File: src/rtl/touch_pwm_tracker.sv
// rtl/touch_pwm_tracker.sv - touch samples to smoothed, held and faded per-channel PWM brightness
//
// Ports:
//   clk, rst      clock; synchronous active-high reset
//   ena           global enable; low freezes every register
//   sample        one-cycle strobe marking a new valid/coords pair
//   valid         touch present in this sample
//   coords        channel i coordinate at [i*COORD_W +: COORD_W]
//   tick          hold/fade time-base strobe
//   pwm_step      PWM counter advance strobe
//   duty          working duty per channel, same packing as coords (DUTY_W per lane)
//   pwm_out       registered PWM output per channel
//   state         0 IDLE, 1 TRACK, 2 HOLD, 3 FADE
module touch_pwm_tracker #(
    parameter int NUM_CH      = 2,
    parameter int COORD_W     = 10,
    parameter int DUTY_W      = 12,
    parameter int ALPHA_SHIFT = 2,
    parameter int HOLD_TICKS  = 3,
    parameter int FADE_STEP   = 256
) (
    input  logic                        clk,
    input  logic                        rst,
    input  logic                        ena,
    input  logic                        sample,
    input  logic                        valid,
    input  logic [NUM_CH*COORD_W-1:0]   coords,
    input  logic                        tick,
    input  logic                        pwm_step,
    output logic [NUM_CH*DUTY_W-1:0]    duty,
    output logic [NUM_CH-1:0]           pwm_out,
    output logic [1:0]                  state
);

    localparam int HOLD_W = $clog2(HOLD_TICKS + 1);
    localparam logic [HOLD_W-1:0] HOLD_LAST = HOLD_W'(HOLD_TICKS - 1);
    localparam logic [DUTY_W-1:0] FADE_V    = DUTY_W'(FADE_STEP);

    typedef enum logic [1:0] {
        S_IDLE  = 2'd0,
        S_TRACK = 2'd1,
        S_HOLD  = 2'd2,
        S_FADE  = 2'd3
    } state_t;

    state_t                           state_q, state_d;
    logic [HOLD_W-1:0]                hold_cnt_q, hold_cnt_d;
    logic [NUM_CH-1:0][DUTY_W-1:0]    duty_q, duty_d;
    logic [NUM_CH-1:0][DUTY_W-1:0]    shadow_q, shadow_d;
    logic [DUTY_W-1:0]                cnt_q, cnt_d;
    logic [NUM_CH-1:0]                pwm_q, pwm_d;

    logic [NUM_CH-1:0][DUTY_W-1:0]    target;
    logic [NUM_CH-1:0][DUTY_W-1:0]    smooth_v;
    logic [NUM_CH-1:0][DUTY_W-1:0]    fade_v;
    logic                             take_sample;

    // Coordinate to duty scale: keep the MSBs when the coordinate is wider,
    // otherwise left-justify it into the duty range.
    for (genvar i = 0; i < NUM_CH; i++) begin : g_target
        if (COORD_W >= DUTY_W) begin : g_trunc
            assign target[i] = coords[i*COORD_W + (COORD_W - DUTY_W) +: DUTY_W];
        end else begin : g_shift
            assign target[i] = {coords[i*COORD_W +: COORD_W], {(DUTY_W - COORD_W){1'b0}}};
        end
    end

    // IIR step toward the target. A step that would truncate to zero is
    // forced to +/-1 so the duty always reaches the target exactly.
    function automatic logic [DUTY_W-1:0] smooth_step(input logic [DUTY_W-1:0] cur,
                                                      input logic [DUTY_W-1:0] tgt);
        logic signed [DUTY_W:0]   diff;
        logic signed [DUTY_W:0]   step;
        logic signed [DUTY_W+1:0] sum;
        diff = $signed({1'b0, tgt}) - $signed({1'b0, cur});
        step = diff >>> ALPHA_SHIFT;
        if (step == '0 && diff != '0) begin
            step = diff[DUTY_W] ? '1 : {{DUTY_W{1'b0}}, 1'b1};
        end
        sum = $signed({2'b00, cur}) + $signed({step[DUTY_W], step});
        if (sum[DUTY_W+1]) begin
            smooth_step = '0;
        end else if (sum[DUTY_W]) begin
            smooth_step = '1;
        end else begin
            smooth_step = sum[DUTY_W-1:0];
        end
    endfunction

    always_comb begin
        smooth_v = '0;
        fade_v   = '0;
        for (int i = 0; i < NUM_CH; i++) begin
            smooth_v[i] = smooth_step(duty_q[i], target[i]);
            fade_v[i]   = (duty_q[i] > FADE_V) ? duty_q[i] - FADE_V : '0;
        end
    end

    // State register
    always_ff @(posedge clk) begin
        if (rst) begin
            state_q    <= S_IDLE;
            hold_cnt_q <= '0;
            duty_q     <= '0;
            shadow_q   <= '0;
            cnt_q      <= '0;
            pwm_q      <= '0;
        end else begin
            state_q    <= state_d;
            hold_cnt_q <= hold_cnt_d;
            duty_q     <= duty_d;
            shadow_q   <= shadow_d;
            cnt_q      <= cnt_d;
            pwm_q      <= pwm_d;
        end
    end

    // Next-state and duty datapath. A valid sample always wins over a tick
    // arriving in the same cycle.
    always_comb begin
        state_d     = state_q;
        hold_cnt_d  = hold_cnt_q;
        duty_d      = duty_q;
        take_sample = sample & valid;
        if (ena) begin
            case (state_q)
                S_IDLE: begin
                    if (take_sample) begin
                        state_d = S_TRACK;
                        duty_d  = target;
                    end
                end
                S_TRACK: begin
                    if (take_sample) begin
                        duty_d = smooth_v;
                    end else if (sample) begin
                        state_d    = S_HOLD;
                        hold_cnt_d = '0;
                    end
                end
                S_HOLD: begin
                    if (take_sample) begin
                        state_d = S_TRACK;
                        duty_d  = smooth_v;
                    end else if (tick) begin
                        hold_cnt_d = hold_cnt_q + HOLD_W'(1);
                        if (hold_cnt_q == HOLD_LAST) begin
                            state_d = S_FADE;
                        end
                    end
                end
                S_FADE: begin
                    if (take_sample) begin
                        state_d = S_TRACK;
                        duty_d  = smooth_v;
                    end else if (tick) begin
                        duty_d = fade_v;
                        if (fade_v == '0) begin
                            state_d = S_IDLE;
                        end
                    end
                end
                default: state_d = S_IDLE;
            endcase
        end
    end

    // PWM: shared counter; shadows reload only at the period wrap so a duty
    // change never truncates or stretches the pulse in progress.
    always_comb begin
        cnt_d    = cnt_q;
        shadow_d = shadow_q;
        pwm_d    = pwm_q;
        if (ena) begin
            for (int i = 0; i < NUM_CH; i++) begin
                pwm_d[i] = (cnt_q < shadow_q[i]);
            end
            if (pwm_step) begin
                cnt_d = cnt_q + DUTY_W'(1);
                if (cnt_q == '1) begin
                    shadow_d = duty_q;
                end
            end
        end
    end

    // Outputs
    always_comb begin
        duty    = duty_q;
        pwm_out = pwm_q;
        state   = state_q;
    end

endmodule

File: config.mk
export PLATFORM = sky130hd
export DESIGN_NAME = touch_pwm_tracker
export DESIGN_NICKNAME = d
export VERILOG_FILES = /design/src/rtl/touch_pwm_tracker.sv
export SDC_FILE = /design/constraint.sdc
export NUM_CORES = 1
export LEC_CHECK = 0
export ABC_AREA = 1
export BUFFER_PORTS_ARGS = -buffer_cell sky130_fd_sc_hd__buf_2
export CORE_MARGIN = 1.5
export CORE_UTILIZATION = 40
export CTS_CLUSTER_SIZE = 20
export DETAILED_ROUTE_END_ITERATION = 7
export RECOVER_POWER = 25
export SLEW_MARGIN = 40
export SYNTH_ARGS = -nofsm -noshare
export SYNTH_HDL_FRONTEND = slang
export SYNTH_SLANG_ARGS = --single-unit
File: constraint.sdc
create_clock -name clk -period 3.6 [get_ports clk]
set_clock_uncertainty 0.1 [all_clocks]
set_input_delay 0.72 -clock clk [delete_from_list [all_inputs] [get_ports clk]]
set_output_delay 0.72 -clock clk [all_outputs]
set_load 0.05 [all_outputs]
Yosys cells after proc, flatten, opt, wreduce, memory -nomap -nowiden. Cells that the tools add are included.

Register bits after elaboration: 66. ROM bits: 0. Bits in writable memories: 0. Memories: 0. Bits of input ports: 27. Latch bits: 0.

Div/mod/pow operators: 0. Bitwise operators: 1. Add/subtract/negate cells: 8. $mul: 0. Shift-type cells: 0. Reductions and logical operators: 15. Equality and inequality tests: 15. $lt $le $gt $ge: 4. Multiplexer cells: 30.

Operators by type and width (number): 24-bit two-way mux (4); 12-bit two-way mux (6); 24-bit one-hot mux with 3 select lines (1); 13-bit two-way mux (4); 13-bit by 13-bit adder with 14-bit output (2); 13-bit zero test (2); 2-bit two-way mux (13); 13-bit nonzero test (2); 12-bit by 12-bit subtractor with 13-bit output (2); 12-bit by 9-bit > comparator with 1-bit output, second input constant (2); 24-bit zero test (1); 12-bit less-than comparator (2); 12-bit by 9-bit subtractor with 12-bit output, second input constant (2); 12-bit by 1-bit adder with 12-bit output, second input constant (1); 12-bit equality test, second input constant (1); 3-bit != test, second input constant (4); 2-bit != test, second input constant (5); 2-bit one-hot mux with 4 select lines (1); 8-bit AND reduction (1); 2-bit equality test, second input constant (3); 6-bit AND reduction (1); 2-bit one-hot mux with 2 select lines (1); 4-bit AND reduction (1); 3-bit AND reduction (1); 9 further kinds (10).

Depth between registers and ports, before layout. Gate-level depths: netlist (run 1).

Depth after elaboration: 9. Gate-level depth with buffers: 33.

Least setup slack after synthesis (run 1). Ideal clock, no wire load.

Path kind: register to register. Start point: register duty_q (netlist bit duty[4]). End point: register duty_q (netlist bit duty[6]). Setup slack: -0.285 ns. Arrival: 3.670 ns. Period minus slack after synthesis: 3.885 ns. Buffers on the path: 1. Stages on the path, launching flop included: 30. Cell sequence: dfxtp_1 inv_1 ha_1 a21oi_1 o21ai_0 nand2_1 nand3_1 nand2_1 nand2_1 nor2_1 nand3_1 nor2_1 nand2_1 nand2_1 ha_1 inv_1 fa_1 nor2_1 nor2_1 inv_1 nand3_1 nand3_1 nand2_1 nand2_1 buf_6 nand2_1 nand2_1 nand2_1 nand2_1 a21oi_2.

Cells in the longest elaborated chain, start to end: 9. Elaborated cells on any way between the ends: 16.

Ends and longest elaborated chain: from (decl) (line 48) `logic [NUM_CH-1:0][DUTY_W-1:0] duty_q, duty_d;`; from (signal assigned) (line 111) `duty_q <= duty_d;`; 12-bit by 12-bit subtractor with 13-bit output (line 75) `diff = $signed({1'b0, tgt}) - $signed({1'b0, cur});`; 13-bit zero test or 13-bit nonzero test (tied branches) (line 77) `if (step == '0 && diff != '0) begin`; 1-bit logical AND (line 77); 13-bit two-way mux (line 77); 13-bit by 13-bit adder with 14-bit output (line 80) `sum = $signed({2'b00, cur}) + $signed({step[DUTY_W], step});`; 12-bit two-way mux (line 83) `end else if (sum[DUTY_W]) begin`; 12-bit two-way mux (line 81) `if (sum[DUTY_W+1]) begin`; 24-bit two-way mux (on tied branches) (line 153, 134, 142); 24-bit one-hot mux with 3 select lines * (line 126) `case (state_q)`.

Mark *: on every way between the ends. The rest lies on a longest branch, timed or not. The select of a mux whose other input is x is not followed. A chain may end at the register's enable or synchronous reset.

Final worst setup path (run 1).
Start point: input port coords[12]. End point: register duty_q (netlist bit duty[18]).

Cells in the longest elaborated chain, start to end: 9. Elaborated cells on any way between the ends: 12.

Ends and longest elaborated chain: from (decl) (line 27) `input logic [NUM_CH*COORD_W-1:0] coords,`; 12-bit by 12-bit subtractor with 13-bit output * (line 75); 13-bit zero test or 13-bit nonzero test (tied branches) (line 77); 1-bit logical AND (line 77); 13-bit two-way mux * (line 77); 13-bit by 13-bit adder with 14-bit output * (line 80); 12-bit two-way mux (line 83); 12-bit two-way mux * (line 81); 24-bit two-way mux (on tied branches) (line 153, 134, 142); 24-bit one-hot mux with 3 select lines * (line 126).

Marks and branches as above.

==> qor.yml, run 1 <==
place:
  numPlacedInstances: 1617
  dp_slack_ns: -0.5650
  port_buffers: 54
  gp_congestion: 0.9200
  dp_hpwl_um: 17990
sta:
  slew_violations: 0
  min_period_over_period_pct: 100.3
  finalWorstSetupSlack_ns: -0.01070
  relSlewSlack_pct: 59.57
  grt_setup_unrepaired: "yes"
  post-route-min-period_ns: 3.611
  finalHoldViolCount: 0
  worstMarginPinSlew_ns: 0.6091
  setup_violations: 4
  max_freq_mhz: 277.0
  setup_tns_ns: -0.01662
synth:
  synth_top_area_share_pct: 17.95
  syn_nets: 1293
  synth.distinct_cells: 41
  netlist_area_um2: 7362
  synth_common_cells: "nand2_1 (351), inv_1 (178), nor2_1 (156)"
  synthTopCellsByArea: "dfxtp_1 (18%), nand2_1 (18%), ha_1 (13%), inv_1 (9.1%), nor2_1 (8.0%)"
  synth-main-ff-cell: "dfxtp_1"
  yosys.area.top_type: "dfxtp_1"
  yosys_warnings: 0
  yosysMostFrequentCell: "nand2_1"
  postSynthAreaPerCell_um2: 6.213
  synth-seq-cells: 66
  synthCells: 1185
  async_flop_share_pct: 0
  synth-edff-count: 0
  synth_seq_area_share_pct: 17.95
die:
  placement_rows: 49
  start_util_pct: 40.84
  die_area_um2: 19230
  die_w_um: 138.7
  core_um2: 18020
  boundaryPins: 55
  fp.dieH_um: 138.7
pwr:
  leakagePower_nw: 5.002
  clkPwrFrac_pct: 10.8
  p_comb_share_pct: 78.7
  p_int_mw: 4.259
  seqPwrFrac_pct: 10.5
  peakVddDrop_uv: 603.7
  p_switching_mw: 4.294
  swShare_pct: 50.20
  powerDensity_nw_per_um2: 831.9
grt:
  grt_max_degree: 49
  grt_pass1_wl_um: 36900
  overflow: 0
  antenna_found_initial: 0
  grt_util_all_layers_pct: 23.39
  grt_pass1_vias: 7579
setup_path:
  crit_fanout: 6
  cp.required_ns: 3.71
  critPathArrivalTime_ns: 3.72
  end_kind: "flip-flop"
  path_class: "in -> reg"
  worstSetupStartpointType: "input port"
detailed_routing:
  finalWirelength_um: 23400
  drt_iter0_markers: 422
  vias_per_cell: 4.938
  drtAntennaViolNets: 0
  drc: 0
  routed-via-count: 8142
  drt_pass1_iterations: 5
  avgRoutedWirePerCell_um: 14.19
final_layout:
  fin_util_pct: 57.04
  final.fill_count: 1767
  n_antenna_cell: 0
  area_growth_pct: 39.65
  layout.nets: 1523
  layout-drive-gt1-share_pct: 35.28
  stdcell_count: 1649
cts:
  numCtsBuffers: 9
  cts_root_buffer: "clkbuf_16"
  cts.htree.levels: 3
  tritoncts: "yes"
  cts_buffer_depth: 2
  clock-sinks: 66
  path_clk_slew_ns: 0.06
  cts_hold_buf: 0
  clock_latency_ns: 0.35
min_path:
  hold_class: "reg -> reg"
run_status:
  outcome: "finished, violations left"
  violations: "setup timing"
job:
  drv_cap: 0
==> cells in the final DEF (no fill, tap or decap), drive strengths merged <==
master	instances
or2	1
clkinv	4
nor3	5
o21a	1
nor3b	1
o2111ai	2
a21oi	79
nand3	65
clkinvlp	1
dfxtp	66
bufinv	1
and2	2
o211ai	5
a31oi	1
nand2	371
nor4	1
clkbuf	20
a21boi	2
o21bai	7
o21ai	29
buf	233
xnor2	10
inv	186
a211oi	25
fa	2
nand3b	4
a21o	6
xor2	21
nand4	11
o22ai	1
ha	79
nor2	178
==> layout make-up <==
type / instances / area (um2) / area share, %
Inverter: 186 / 699.4 / 6.803
Sequential cell: 66 / 1344 / 13.07
Tap cell: 229 / 286.5 / 2.787
Clock inverter: 6 / 65.06 / 0.6328
Timing Repair Buffer: 243 / 1787 / 17.38
Multi-Input combinational cell: 909 / 5861 / 57.00
Clock buffer: 10 / 239.0 / 2.324
==> metrics by stage <==
stage               hold WS, ns  total power, mW  instance area [um2]
global placement         0.3118            6.693                 9143
global route             0.3466            9.235                10280
finish                   0.3280            8.553                10280
floorplan                0.3028            4.525                 7467
CTS                      0.3255            7.790                 9607
detailed placement       0.3186            6.692                 9144
==> flip-flops by register name (all words and copies together), names as in the netlist <==
name	cells
cnt_q	12
duty	24
shadow_q	24
pwm_out	2
hold_cnt_q	2
state	2
==> power by group through the flow <==
stage / logic [mW] / registers, mW / clock network, mW
2_1_floorplan: 3.29 / 1.24 / 0
3_3_place_gp: 5.78 / 0.908 / 0
3_5_place_dp: 5.78 / 0.912 / 0
4_1_cts: 5.96 / 0.898 / 0.932
5_1_grt: 7.35 / 0.911 / 0.972
6_report: 6.73 / 0.898 / 0.924
==> worst max-delay path, stage by stage <==
cell and delay (ns):
buf_8 0.10, ha_4 0.23, a21o_1 0.20, buf_4 0.14, a21oi_4 0.13, xor2_2 0.22, nand3_1 0.11, nor2_1 0.10
nand4_1 0.10, nand2_1 0.10, ha_2 0.19, inv_2 0.04, fa_2 0.39, nor2_4 0.12, nor2_4 0.05, inv_2 0.06
nand3_2 0.07, nand3_2 0.10, nand2_4 0.10, nand2_8 0.12, nand2_1 0.05, nand2_1 0.09, nand2_1 0.06, nand2_1 0.07
a21oi_2 0.05
==> kinds of logic after synthesis <==
family,after synthesis,share of synthesized area (%)
simple gates,638,36.76
fa+ha+maj,81,13.97
buf+inv,211,12.54
xor+xnor,31,3.688
compound gates,158,15.09
flops,66,17.95
==> final timing paths <==
path                                   start                         end  slack, ns  cells after the start
setup / recovery                  coords[12]       duty[18]$_SDFFE_PP0P_      -0.01                     25
hold / removal    hold_cnt_q[0]$_SDFFE_PP0P_  hold_cnt_q[0]$_SDFFE_PP0P_       0.33                      1
setup reg to reg       duty[16]$_SDFFE_PP0P_       duty[18]$_SDFFE_PP0P_       0.02                     25
hold reg to reg   hold_cnt_q[0]$_SDFFE_PP0P_  hold_cnt_q[0]$_SDFFE_PP0P_       0.33                      1
==> routing by layer <==
metal  vias to the layer above  share of wire, %  track usage (%)
met1                      3675                44            29.56
li1                       4210                 -                -
met2                       210                48            41.61
met4                         0               2.8            7.511
met5                         -                 0                0
met3                        47               4.6            2.555
==> repair_timing <==
item	4_1_cts	5_1_grt
pin swaps	11	82
cloned	1	2
resized for setup	24	142
setup endpoints to repair	24	24
buffers inserted	3	10
Note: power is estimated with default switching activity, not from simulation.
==> run 2, diff against run 1 <==
--- a/config.mk
+++ b/config.mk
@@ -6,11 +6,11 @@
 export NUM_CORES = 1
 export LEC_CHECK = 0
 export ABC_AREA = 1
-export BUFFER_PORTS_ARGS = -buffer_cell sky130_fd_sc_hd__buf_2
 export CORE_MARGIN = 1.5
 export CORE_UTILIZATION = 40
 export CTS_CLUSTER_SIZE = 20
 export DETAILED_ROUTE_END_ITERATION = 7
+export DONT_BUFFER_PORTS = 1
 export RECOVER_POWER = 25
 export SLEW_MARGIN = 40
 export SYNTH_ARGS = -nofsm -noshare
==> constraint.sdc (replaced) <==
create_clock -name clk -period 3.6 [get_ports clk]
set_clock_uncertainty 0.1 [all_clocks]
set_input_delay 0.36 -clock clk [delete_from_list [all_inputs] [get_ports clk]]
set_output_delay 0.36 -clock clk [all_outputs]
set_load 0.05 [all_outputs]
==> run 2 against run 1 <==
The run still ends with setup timing left; sequential share of layout area up 1.4 points; cell count shrank 7.5%; die area stayed put; setup slack got worse by 0.014 ns; register-to-register slack worse by 0.04 ns; first-iteration DRC count decreased by 8.3%; critical path type is now reg -> reg; combinational power is 11% lower; wire length shrank 3.3%; sequential power is essentially flat; final area shrank 8.8%; critical endpoint is now duty[6]$_SDFFE_PP0P_; highest routed layer unchanged.
==> qor.yml, run 2 (synthesis results as in run 1) <==
min_path:
  hold_start: "ena"
  min_path_cells: 1
  hold_class: "in -> reg"
  min_to: "pwm_out[0]$_SDFFE_PP0P_"
die:
  start_util_pct: 40.84
  boundaryPins: 55
  placement_rows: 49
  fp.dieH_um: 138.7
  die_w_um: 138.7
  core_um2: 18020
  die_area_um2: 19230
job:
  drv_cap: 0
final_layout:
  seqCellArea_um2: 1356
  final.fill_count: 1831
  final_cell_mix: "nand2_1 (297), inv_1 (164), nor2_1 (141)"
  area_growth_pct: 27.40
  layout-drive-gt1-share_pct: 28.68
  final_common_cell: "nand2_1"
  layout.nets: 1400
  multi_input_area_um2: 5833
  stdcell_count: 1526
  n_antenna_cell: 0
cts:
  clock-sinks: 66
  cts.htree.levels: 3
  clock_latency_ns: 0.34
  tritoncts: "yes"
  path_clk_slew_ns: 0.06
  cts_root_buffer: "clkbuf_16"
  cts_buffer_depth: 2
  numCtsBuffers: 9
sta:
  whs_ns: 0.01693
  min_period_over_period_pct: 100.7
  max_freq_mhz: 275.9
  finalHoldViolCount: 0
  finalWorstSetupSlack_ns: -0.02475
  setup_tns_ns: -0.02475
  post-route-min-period_ns: 3.625
  slew_violations: 0
  setup_violations: 1
  relSlewSlack_pct: 33.51
  grt_setup_unrepaired: "yes"
  worstMarginPinSlew_ns: 0.9974
setup_path:
  crit_fanout: 4
  worst-r2r-setup-slack_ns: -0.02
  end_kind: "flip-flop"
  cp.required_ns: 3.72
  crit_path_frequent_cell: "nand2_2"
  r2r_end: "duty[6]$_SDFFE_PP0P_"
  worstSetupStartpointType: "flip-flop"
  crit_slowest_cell: "dfxtp_4"
  r2r-start: "duty[3]$_SDFFE_PP0P_"
  r2r_cells: 28
  cp_slowest_stage_delay_ns: 0.36
  path_class: "reg -> reg"
  critPathArrivalTime_ns: 3.74
grt:
  antenna_found_initial: 0
  grt_max_degree: 49
  grt_util_all_layers_pct: 22.85
  grt_pass1_vias: 7084
  overflow: 0
  grt_pass1_wl_um: 35620
detailed_routing:
  finalWirelength_um: 22630
  routed-via-count: 7610
  drt_iter0_markers: 387
  drtAntennaViolNets: 0
  drt_pass1_iterations: 5
  vias_per_cell: 4.987
  drc: 0
  avgRoutedWirePerCell_um: 14.83
run_status:
  violations: "setup timing"
  outcome: "finished, violations left"
pwr:
  total_power_mw: 7.748
  powerDensity_nw_per_um2: 826.1
  peakVddDrop_uv: 461.3
  leakagePower_nw: 4.335
place:
  numPlacedInstances: 1486
  gp_congestion: 0.9005
  port_buffers: 0
  dp_hpwl_um: 17330
==> run 2: cell count changes in the layout (fill, tap and decap cells not counted), moves of 4 or more <==
cell	delta
ha_4	+4
clkbuf_1	+9
buf_4	-89
dfxtp_4	+4
nor2_2	+9
nor2_1	-6
nand2_2	-4
nand2_1	+7
buf_2	-41
==> run 2: worst max-delay path: cells and delay by family, from the launching register on <==
family                   cells  cell delay (ns)
AO/OA/AOI/OAI                2             0.10
XOR/XNOR                     2             0.57
adder cells (fa/ha/maj)      3             0.84
buffers and inverters        6             0.41
flip-flops                   1             0.36
AND/OR/NAND/NOR             15             1.12
==> run 2: final cells by class <==
type	instances	area share [%]
sequential	66	14.46
tap	229	3.055
multi-input combinational	910	62.19
clock buffer	12	2.735
timing repair buffer	119	9.779
clock inverter	4	0.2801
inverter	186	7.497
==> run 2: what timing repair did <==
| item | CTS | global route |
|---|---|---|
| buffers inserted | 9 | 10 |
| hold buffers | 2 | 0 |
| endpoints found under the setup margin | 12 | 24 |
| gates cloned | 2 | 1 |
| gates resized for setup | 26 | 141 |
| endpoints found under the hold margin | 39 | 0 |
| pin swaps | 18 | 67 |
==> run 2: stage by stage <==
| step | setup slack [ns] | util, % | instance area (um2) |
|---|---|---|---|
| after floorplan | -0.001161 | - | 7397 |
| after global routing | -0.2231 | 52.03 | 9379 |
| after global placement | -0.2219 | 45.63 | 8224 |
| after detailed placement | -0.2370 | 45.63 | 8224 |
| after CTS | 0.001219 | 48.63 | 8765 |
| final | -0.02475 | 52.03 | 9379 |
==> run 2: how the worst max path moves through the flow <==
stage	startpoint	end	slack (ns)	cells after the start
after CTS	duty[3]$_SDFFE_PP0P_	duty[5]$_SDFFE_PP0P_	0.001	30
after global placement	duty[4]$_SDFFE_PP0P_	duty[5]$_SDFFE_PP0P_	-0.22	27
after global routing	duty[4]$_SDFFE_PP0P_	duty[6]$_SDFFE_PP0P_	-0.22	27
final	duty[3]$_SDFFE_PP0P_	duty[6]$_SDFFE_PP0P_	-0.02	28
after detailed placement	duty[4]$_SDFFE_PP0P_	duty[5]$_SDFFE_PP0P_	-0.24	27
after floorplan	duty[5]$_SDFFE_PP0P_	duty[6]$_SDFFE_PP0P_	-0.001	30
==> run 2: power by group <==
| part | internal, mW | switching [mW] | total [mW] |
|---|---|---|---|
| Sequential | 0.839 | 0.0584 | 0.897 |
| Combinational | 2.29 | 3.72 | 6.01 |
| Clock | 0.503 | 0.338 | 0.841 |
==> run 2: layer usage <==
metal	share of wire [%]	GRT usage, %	up-vias
li1	-	-	3964
met5	0	0	-
met3	4.7	4.696	18
met2	49	40.01	130
met4	1.7	5.482	0
met1	44	28.76	3498
==> run 3, diff against run 2 <==
--- a/config.mk
+++ b/config.mk
@@ -5,12 +5,12 @@
 export SDC_FILE = /design/constraint.sdc
 export NUM_CORES = 1
 export LEC_CHECK = 0
-export ABC_AREA = 1
-export CORE_MARGIN = 1.5
+export CORE_MARGIN = 2
 export CORE_UTILIZATION = 40
 export CTS_CLUSTER_SIZE = 20
 export DETAILED_ROUTE_END_ITERATION = 7
 export DONT_BUFFER_PORTS = 1
+export MAX_ROUTING_LAYER = met4
 export RECOVER_POWER = 25
 export SLEW_MARGIN = 40
 export SYNTH_ARGS = -nofsm -noshare
==> run 3 against run 2 <==
Critical path type unchanged; critical endpoint is now duty[21]$_SDFFE_PP0P_; count of clock-buffer cells in the layout is 3 lower; first-iteration DRC count is 28% higher; sequential share of layout area is 1.8 points higher; maximum frequency is 25% lower; non-clock buffer count is 56 higher; sequential power is 3.2% lower; setup slack worse by 1.2 ns; the run still ends with setup timing left; largest power group unchanged; core utilization is 2.9 points higher; combinational power is 21% lower; hold slack worse by 0.0046 ns.
==> qor.yml, run 3 <==
setup_path:
  crit_fanout: 5
  worstSetupStartpointType: "flip-flop"
  crit_path_cell_trace: "inv_2 -> ha_4 -> or3_4 -> o22ai_2 -> xnor2_1 -> or4_1 -> or4_4 -> o41ai_4 -> ha_2 -> inv_2 -> fa_2 -> nor2b_2 -> o31a_1 -> o41a_1 -> a311oi_2 -> o21a_2 -> buf_6 -> o41ai_2 -> a21oi_1"
  cp.required_ns: 3.73
  critPathArrivalTime_ns: 4.97
  r2r_cells: 19
  end_kind: "flip-flop"
  path_class: "reg -> reg"
  cp_slowest_stage_delay_ns: 0.54
  r2r-start: "duty[14]$_SDFFE_PP0P_"
  worst-r2r-setup-slack_ns: -1.25
  r2r_end: "duty[21]$_SDFFE_PP0P_"
  crit_slowest_cell: "or4_1"
  crit_path_frequent_cell: "inv_2"
cts:
  path_clk_slew_ns: 0.06
  clock_latency_ns: 0.35
  clock-sinks: 66
  cts_root_buffer: "clkbuf_16"
  numCtsBuffers: 9
  cts.htree.levels: 3
  tritoncts: "yes"
  cts_buffer_depth: 2
synth:
  synth-simple-area-share_pct: 19.20
  synth_top_family_by_area: "compound AO/OA/AOI/OAI gates"
  postSynthAreaPerCell_um2: 7.643
  synth_seq_area_share_pct: 21.50
  synth_top_area_share_pct: 21.50
  yosys.area_share.adder_pct: 16.74
  synth.distinct_cells: 74
  synthTopCellsByArea: "dfxtp_1 (22%), ha_1 (16%), a21oi_1 (6.8%), nand2_1 (5.5%), inv_1 (4.3%)"
  synth_compound_area_share_pct: 29.77
  synth-seq-cells: 66
  synth_common_cells: "nand2_1 (90), a21oi_1 (84), ha_1 (79)"
  yosysMostFrequentCell: "nand2_1"
  yosys.area.top_type: "dfxtp_1"
  synth-main-ff-cell: "dfxtp_1"
  synth-xor-area-share_pct: 6.394
  syn_nets: 912
  synthCells: 804
  netlist_area_um2: 6145
  yosys_warnings: 0
  synth.mux.area_fraction_pct: 0.3258
  async_flop_share_pct: 0
  synth-edff-count: 0
final_layout:
  layout-drive-gt1-share_pct: 28.31
  area_growth_pct: 34.92
  stdcell_count: 1157
  final_common_cell: "buf_4"
  final_cell_mix: "buf_4 (155), nand2_1 (90), a21oi_1 (84)"
  stdcell_area_um2: 8290
  layout.nets: 1071
run_status:
  violations: "setup timing"
  outcome: "finished, violations left"
place:
  numPlacedInstances: 1122
  gp_congestion: 0.9018
  dp_hpwl_um: 15140
  place_area_um2: 7620
  port_buffers: 0
sta:
  slew_violations: 0
  grt_setup_unrepaired: "yes"
  finalWorstSetupSlack_ns: -1.246
  setup_tns_ns: -24.88
  relSlewSlack_pct: 35.10
  worstMarginPinSlew_ns: 0.9735
  setup_violations: 24
  max_freq_mhz: 206.4
  min_period_over_period_pct: 134.6
  finalHoldViolCount: 0
  post-route-min-period_ns: 4.846
  whs_ns: 0.01233
detailed_routing:
  drt_iter0_markers: 494
  finalWirelength_um: 20140
  avgRoutedWirePerCell_um: 17.41
  drc: 0
  drtAntennaViolNets: 0
  drt_pass1_iterations: 5
  routed-via-count: 6568
  vias_per_cell: 5.677
die:
  start_util_pct: 40.72
  placement_rows: 45
  die_area_um2: 16370
  die_w_um: 127.9
  core_um2: 15090
  fp.dieH_um: 127.9
  boundaryPins: 55
min_path:
  min_to: "pwm_out[0]$_SDFFE_PP0P_"
  min_path_cells: 1
  hold_class: "in -> reg"
  hold_start: "ena"
pwr:
  peakVddDrop_uv: 557.8
  leakagePower_nw: 3.403
  powerDensity_nw_per_um2: 783.1
grt:
  grt_pass1_wl_um: 33110
  grt_util_all_layers_pct: 25.97
  grt_max_degree: 48
  grt_pass1_vias: 6700
  overflow: 0
  antenna_found_initial: 0
job:
  drv_cap: 0
## run 3: cell types whose count changed after synthesis, moves of 20 or more
cell | previous run | this run
nor2_1 | 156 | 67
a21oi_1 | 57 | 84
nand2_1 | 351 | 90
a211oi_2 | 21 | 0
inv_1 | 178 | 71
a21oi_2 | 21 | 0
nand3_1 | 63 | 7
xnor2_1 | 10 | 30
## run 3: final cells by class
cell class	count	area, um2
diodes	1	2.502
clock buffers	9	225.2
clock inverters	7	52.55
fillers	1430	6799
inverters	71	269.0
multi-input cells	640	4841
flip-flops and latches	66	1348
well taps	188	235.2
repair buffers	175	1318
## run 3: critical path, delay by kind of cell (launching register included)
kind	cells	cell delay [ns]
xor+xnor	1	0.10
compound gates	8	1.67
simple gates	4	1.57
fa+ha+maj	3	0.74
buf+inv	3	0.23
flops	1	0.34
## run 3: what timing repair did
item,in CTS,in global routing
resized for setup,29,19
buffers inserted,12,4
gates cloned,1,0
pin swaps,32,15
endpoints found under the hold margin,47,0
hold buffers,1,0
setup endpoints to repair,24,24
## run 3: kinds of logic (layout without fill, tap and decap cells)
kind of cell             Yosys count  in the layout
adder cells (fa/ha/maj)           81             81
XOR/XNOR                          44             44
buffers and inverters             98            262
flip-flops                        66             66
AO/OA/AOI/OAI                    268            268
AND/OR/NAND/NOR                  245            245
other                              0              1
multiplexers                       2              2
## run 3: metal layers
metal,global-route usage [%],vias to the layer above,share of wire (%)
li1,-,3234,-
met1,31.96,3151,45
met2,43.54,155,48
met3,5.384,28,6.0
met4,6.658,0,1.5
met5,-,-,0
## run 3: per-stage QoR
step                      setup slack, ns  utilization (%)  total power, mW
after detailed placement           -1.204            50.50            5.231
after CTS                          -1.142            54.12            6.311
after global routing               -1.431            54.93            6.959
after floorplan                    -1.125                -            3.648
final                              -1.246            54.94            6.492
after global placement             -1.083            50.50            5.135
## run 3: power breakdown
group / switching [mW] / total, mW / internal (mW)
sequential: 0.0479 / 0.868 / 0.821
combinational: 2.63 / 4.77 / 2.13
clock: 0.384 / 0.856 / 0.472
total: 3.07 / 6.49 / 3.43
## run 3: worst max-delay path by stage
stage	end	depth (start not counted)	startpoint
CTS	duty[19]$_SDFFE_PP0P_	19	duty[14]$_SDFFE_PP0P_
global placement	duty[19]$_SDFFE_PP0P_	19	duty[15]$_SDFFE_PP0P_
detailed placement	duty[13]$_SDFFE_PP0P_	19	duty[15]$_SDFFE_PP0P_
global route	duty[21]$_SDFFE_PP0P_	19	duty[16]$_SDFFE_PP0P_
floorplan	duty[19]$_SDFFE_PP0P_	19	duty[15]$_SDFFE_PP0P_
finish	duty[21]$_SDFFE_PP0P_	19	duty[14]$_SDFFE_PP0P_
